<file path="src/rtl/serial_add_pkg.sv">
// Shared definitions for the serial adder controller: state encoding,
// default width and a width helper for the bit counter.
package serial_add_pkg;

  localparam int SA_W = 8;

  typedef enum logic [1:0] {
    S_IDLE  = 2'd0,
    S_SHIFT = 2'd1,
    S_DONE  = 2'd2
  } state_e;

  function automatic int CLOG2(input int v);
    int r;
    int n;
    r = 0;
    n = v - 1;
    while (n > 0) begin
      r++;
      n = n >> 1;
    end
    return r;
  endfunction

endpackage

</file>
<file path="src/rtl/serial_shift_reg.sv">
// W-bit register with parallel load and shift-right; the fill bit enters at the MSB.
module serial_shift_reg #(
  parameter int W = 8
) (
  input  logic         cp,
  input  logic         rst,
  input  logic         load,
  input  logic [W-1:0] load_val,
  input  logic         shift,
  input  logic         fill,
  output logic [W-1:0] q
);

  logic [W-1:0] data_q, data_d;

  always_comb begin
    data_d = data_q;
    if (load)       data_d = load_val;
    else if (shift) data_d = {fill, data_q[W-1:1]};
  end

  always_ff @(posedge cp) begin
    if (rst) data_q <= '0;
    else     data_q <= data_d;
  end

  assign q = data_q;

endmodule

</file>
<file path="src/rtl/serial_add_ctrl.sv">
// Serializes two W-bit operands LSB-first into an external full-adder cell,
// owns its carry flop and collects the serial sum back into a W-bit word.
module serial_add_ctrl
  import serial_add_pkg::*;
#(
  parameter int W = SA_W
) (
  input  logic         cp,
  input  logic         rst,
  input  logic         in_valid,
  output logic         in_ready,
  input  logic [W-1:0] a,
  input  logic [W-1:0] b,
  output logic         x1,
  output logic         x2,
  output logic         y,
  input  logic         ny,
  input  logic         z,
  output logic         out_valid,
  output logic [W-1:0] sum,
  output logic         cout
);

  localparam int CNT_W = CLOG2(W);

  state_e           state_q, state_d;
  logic [CNT_W-1:0] cnt_q, cnt_d;
  logic             y_q, y_d;
  logic             cout_q, cout_d;
  logic [W-1:0]     sa_q, sb_q, ssum_q;
  logic             accept, shifting, last;
  logic             unused_hi;

  assign accept   = (state_q == S_IDLE) && in_valid;
  assign shifting = (state_q == S_SHIFT);
  assign last     = shifting && (cnt_q == CNT_W'(W - 1));

  serial_shift_reg #(.W(W)) u_sa (
    .cp(cp), .rst(rst), .load(accept), .load_val(a),
    .shift(shifting), .fill(1'b0), .q(sa_q)
  );

  serial_shift_reg #(.W(W)) u_sb (
    .cp(cp), .rst(rst), .load(accept), .load_val(b),
    .shift(shifting), .fill(1'b0), .q(sb_q)
  );

  // Sum is never parallel-loaded; it keeps the previous result until the next SHIFT.
  serial_shift_reg #(.W(W)) u_ssum (
    .cp(cp), .rst(rst), .load(1'b0), .load_val('0),
    .shift(shifting), .fill(z), .q(ssum_q)
  );

  // Only the LSBs feed the cell; upper bits exist purely to be shifted down.
  assign unused_hi = ^{sa_q[W-1:1], sb_q[W-1:1]};

  always_ff @(posedge cp) begin
    if (rst) begin
      state_q <= S_IDLE;
      cnt_q   <= '0;
      y_q     <= 1'b0;
      cout_q  <= 1'b0;
    end else begin
      state_q <= state_d;
      cnt_q   <= cnt_d;
      y_q     <= y_d;
      cout_q  <= cout_d;
    end
  end

  always_comb begin
    state_d = state_q;
    case (state_q)
      S_IDLE:  if (in_valid) state_d = S_SHIFT;
      S_SHIFT: if (last)     state_d = S_DONE;
      S_DONE:                state_d = S_IDLE;
      default:               state_d = S_IDLE;
    endcase
  end

  // Carry is cleared at acceptance so nothing leaks between back-to-back ops.
  always_comb begin
    cnt_d  = cnt_q;
    y_d    = y_q;
    cout_d = cout_q;
    if (accept) begin
      cnt_d = '0;
      y_d   = 1'b0;
    end else if (shifting) begin
      cnt_d = cnt_q + 1'b1;
      y_d   = ny;
      if (last) cout_d = ny;
    end
  end

  always_comb begin
    in_ready  = (state_q == S_IDLE);
    out_valid = (state_q == S_DONE);
  end

  assign x1   = sa_q[0];
  assign x2   = sb_q[0];
  assign y    = y_q;
  assign sum  = ssum_q;
  assign cout = cout_q;

endmodule

</file>
<file path="config.mk">
export PLATFORM = sky130hd
export DESIGN_NAME = serial_add_ctrl
export DESIGN_NICKNAME = d
export VERILOG_FILES = /design/src/rtl/serial_add_pkg.sv /design/src/rtl/serial_shift_reg.sv /design/src/rtl/serial_add_ctrl.sv
export SDC_FILE = /design/constraint.sdc
export NUM_CORES = 1
export LEC_CHECK = 0
export CELL_PAD_IN_SITES_DETAIL_PLACEMENT = 2
export CELL_PAD_IN_SITES_GLOBAL_PLACEMENT = 2
export CORE_MARGIN = 1
export CORE_UTILIZATION = 27
export CTS_CLUSTER_DIAMETER = 50
export DETAILED_ROUTE_END_ITERATION = 16
export PLACE_DENSITY = 0.87
export REMOVE_ABC_BUFFERS = 1
export SLEW_MARGIN = 25
export SYNTH_ARGS = -nofsm -noshare
export SYNTH_HDL_FRONTEND = slang
export SYNTH_SLANG_ARGS = --single-unit
</file>
<file path="constraint.sdc">
create_clock -name cp -period 1.55 [get_ports cp]
set_clock_uncertainty 0.15 [all_clocks]
set_input_delay 0.31 -clock cp [delete_from_list [all_inputs] [get_ports cp]]
set_output_delay 0.31 -clock cp [all_outputs]
set_load 0.01 [all_outputs]
</file>
==> results.md <==
- Outcome: completed
- Synth Register Bits: 31
- Final hold vios: 0
- CP max stage cell: or3b_2
- Levels on crit path: 4
- Final setup violation count: 0
- Startpoint types: flop
- CTS Sinks: 31
- CP Cell Sequence: buf_4, or3b_2, a21oi_1, nor3_1
- Final worst slack: 0.05941 ns
- Synth area leaders: dfxtp_1, a21oi_1, nand2_1
- RSZ-0062 raised after global routing: true
- CP max FO: 6
- WS Path Type: reg -> reg
- Worst R2R Path Depth: 4
- WP buf/inv: 1
- Layout fillers: 551
- P_leak: a little under 0.8 nW
- Yosys top cell by area: dfxtp_1
- Synth Flop Type: dfxtp_1
- Final HPWL DP: 2400 um
- Vias in the first global route: 1333
- Die height: 72.35 um
- Ant. Diodes: 0
- Post-synthesis cell count: 159
- Nets: ~220
- Cell Area, Synth: roughly 0.0013 mm^2
- Post-synth ARST share: 0
- Placed cells: ~260
- Post-route antenna net violation count: 0
- Fraction of layout cells with a size suffix above 1: 0.1841
- Overall power: approximately 1.9 mW
- Drt initial violations: 39
- Routed WL: about 3900 um
- CP delay by family, top: simple AND/OR/NAND/NOR gates
- Core area: between 0.004 and 0.005 mm^2
- Peak VDD IR: approximately 430 uV
- GPL Wtd Cong: about 0.73
- CTS tree: yes
- Global Route Usage Sum: 0.1564
- Hold Path Cell Cnt: 2
- Avg Cell Area, Syn: roughly 8.4 um^2
- Met1 usage: 0.1998
- Root Buffer: clkbuf_8
- Die Span X: roughly 72 um
- Largest net degree at the start of global routing: 32
- Clock Latency Late Sink: between 0.2 and 0.3 ns
- Pins Over Slew Limit: 0
- # H-tree levels: 2
- Longest Clk Path Bufs: 2
- Met3 Track Usage GR: 0.03611
- Worst EP required: between 1.5 and 2 ns
- GR peak layer: met2
- Final period util: 0.9617
- Routed wire per std cell: between 10 and 15 um
- Register clock-pin slew on the reported worst setup and hold paths: ~0.070 ns
- Row cnt: 25
- Routed vias: about 1300
- Number of max-cap violations: 0
- R2R Setup Slk: 0.06 ns
- TritonRoute pass-1 iters: 4
- Actual slew at the worst max-slew pin: 0.2104 ns
- Gr ovfl total: 0
- Synth warnings: 0
- Met2 usage in global routing: 0.2565
- Initial antenna violation count: 0
- I/O pin count: 35
- Crit. End Element: flop
- Arrival @ worst endpoint: 1.51 ns
- Hold WC Path Type: reg -> reg
- Starting density of the core: 0.2811
- PD cells: roughly 980 mW/mm^2
- Non-filler instance count after layout: around 270
- Number of synthesized flops with an enable pin: 0
- First-pass GRT wire length: around 6300 um
- Peak Freq: 0.6709 GHz
- I/O Buffers: 34
- Vias per cell: roughly 4.7
- Max incr delay on CP: ~0.48 ns
- Post-Place Setup Slack: -0.3607 ns
- Yosys top cell area share: 0.4644
- Post-CTS Hold Fix Bufs: 0
- Layout area overhead: 45.79%
- Area after DPL: ~0.0018 mm^2
- Rel. slew slack: 0.8591
- Residual DRC: 0
- Tmin final: 1.491 ns
- Die area: roughly 0.0052 mm^2
- CTS buffer count: 5
- Synth cell count leaders: dfxtp_1, nand2_1, a21oi_1
- Synth unique cells: 27
- Final non-filler cell area: around 0.0019 mm^2
- Register area share after synthesis: 0.4644
-- what timing repair did --
action                                 in CTS  in global routing
cloned                                      0                  1
setup endpoints to repair                  27                 13
setup buffers                               0                  0
endpoints found under the hold margin       0                  0
pin swaps                                   0                  0
resized for setup                          16                 11
-- sequential cells by signal, indices dropped and copies added (netlist names) --
signal	count
cnt_q	3
cout	1
state_q	2
u_sa.q	8
u_sb.q	8
u_ssum.q	8
y	1
-- cells by family (layout without fill, tap and decap cells) --
logic type | Yosys count | count (layout) | share of synthesized area
xor+xnor | 1 | 1 | 0.006556
fa+ha+maj | 2 | 2 | 0.01872
simple gates | 66 | 66 | 0.2238
flops | 31 | 31 | 0.4644
compound gates | 41 | 41 | 0.1947
mux | 3 | 3 | 0.02247
buf+inv | 15 | 57 | 0.06928
-- metrics by stage --
stage	hold slack [ns]	setup TNS, ns	util
floorplan	0.2269	-6.661	-
global placement	0.2975	-4.351	0.3818
detailed placement	0.3085	-5.036	0.3818
CTS	0.3155	0	0.3995
global route	0.3431	-0.00003986	0.4097
finish	0.3105	0	0.4097
-- final timing paths --
kind / start / endpoint
max reg2reg: state_q[0]$_SDFFE_PP0P_ / u_sa.q[3]$_SDFFE_PP0P_
min reg2reg: cout$_SDFFE_PP0P_ / cout$_SDFFE_PP0P_
min: cout$_SDFFE_PP0P_ / cout$_SDFFE_PP0P_
max: state_q[0]$_SDFFE_PP0P_ / u_sa.q[3]$_SDFFE_PP0P_
-- cells in the final DEF, fill, tap and decap left out, types with 2 or more instances in the layout --
cell type and n:
a211oi_1 8, a211oi_2 2, a21oi_1 26, buf_12 4, buf_4 7, clkbuf_8 7
clkdlybuf4s50_1 19, dfxtp_1 30, dlygate4sd2_1 14, ha_1 2, inv_1 2, mux2i_1 3
nand2_1 31, nand3_1 3, nor2_1 15, nor2_2 4, nor3_1 5, o221a_2 2
-- power breakdown --
part / total [mW] / switching (mW) / internal [mW]
Combinational: 0.331 / 0.156 / 0.175
Sequential: 0.873 / 0.0297 / 0.843
Clock: 0.697 / 0.292 / 0.405
-- layer usage --
layer	wire length, um	up-vias
met5	0	-
li1	-	622
met3	134	7
met1	1810	613
met4	59	0
met2	1871	26
-- layout make-up --
type,count,area [um^2],share of cell area
Tap cell,67,83.83,0.04303
Timing Repair Buffer,47,486.7,0.2498
Multi-Input combinational cell,113,648.1,0.3327
Inverter,2,7.507,0.003854
Sequential cell,31,621.8,0.3192
Clock buffer,8,100.1,0.05138
-- worst min-delay path, cell delays in order, from the launching register on --
cell     delay, ns
dfxtp_1       0.31
nand2_1       0.05
a21oi_1       0.06
No activity file was read; power rests on OpenSTA's default activity.
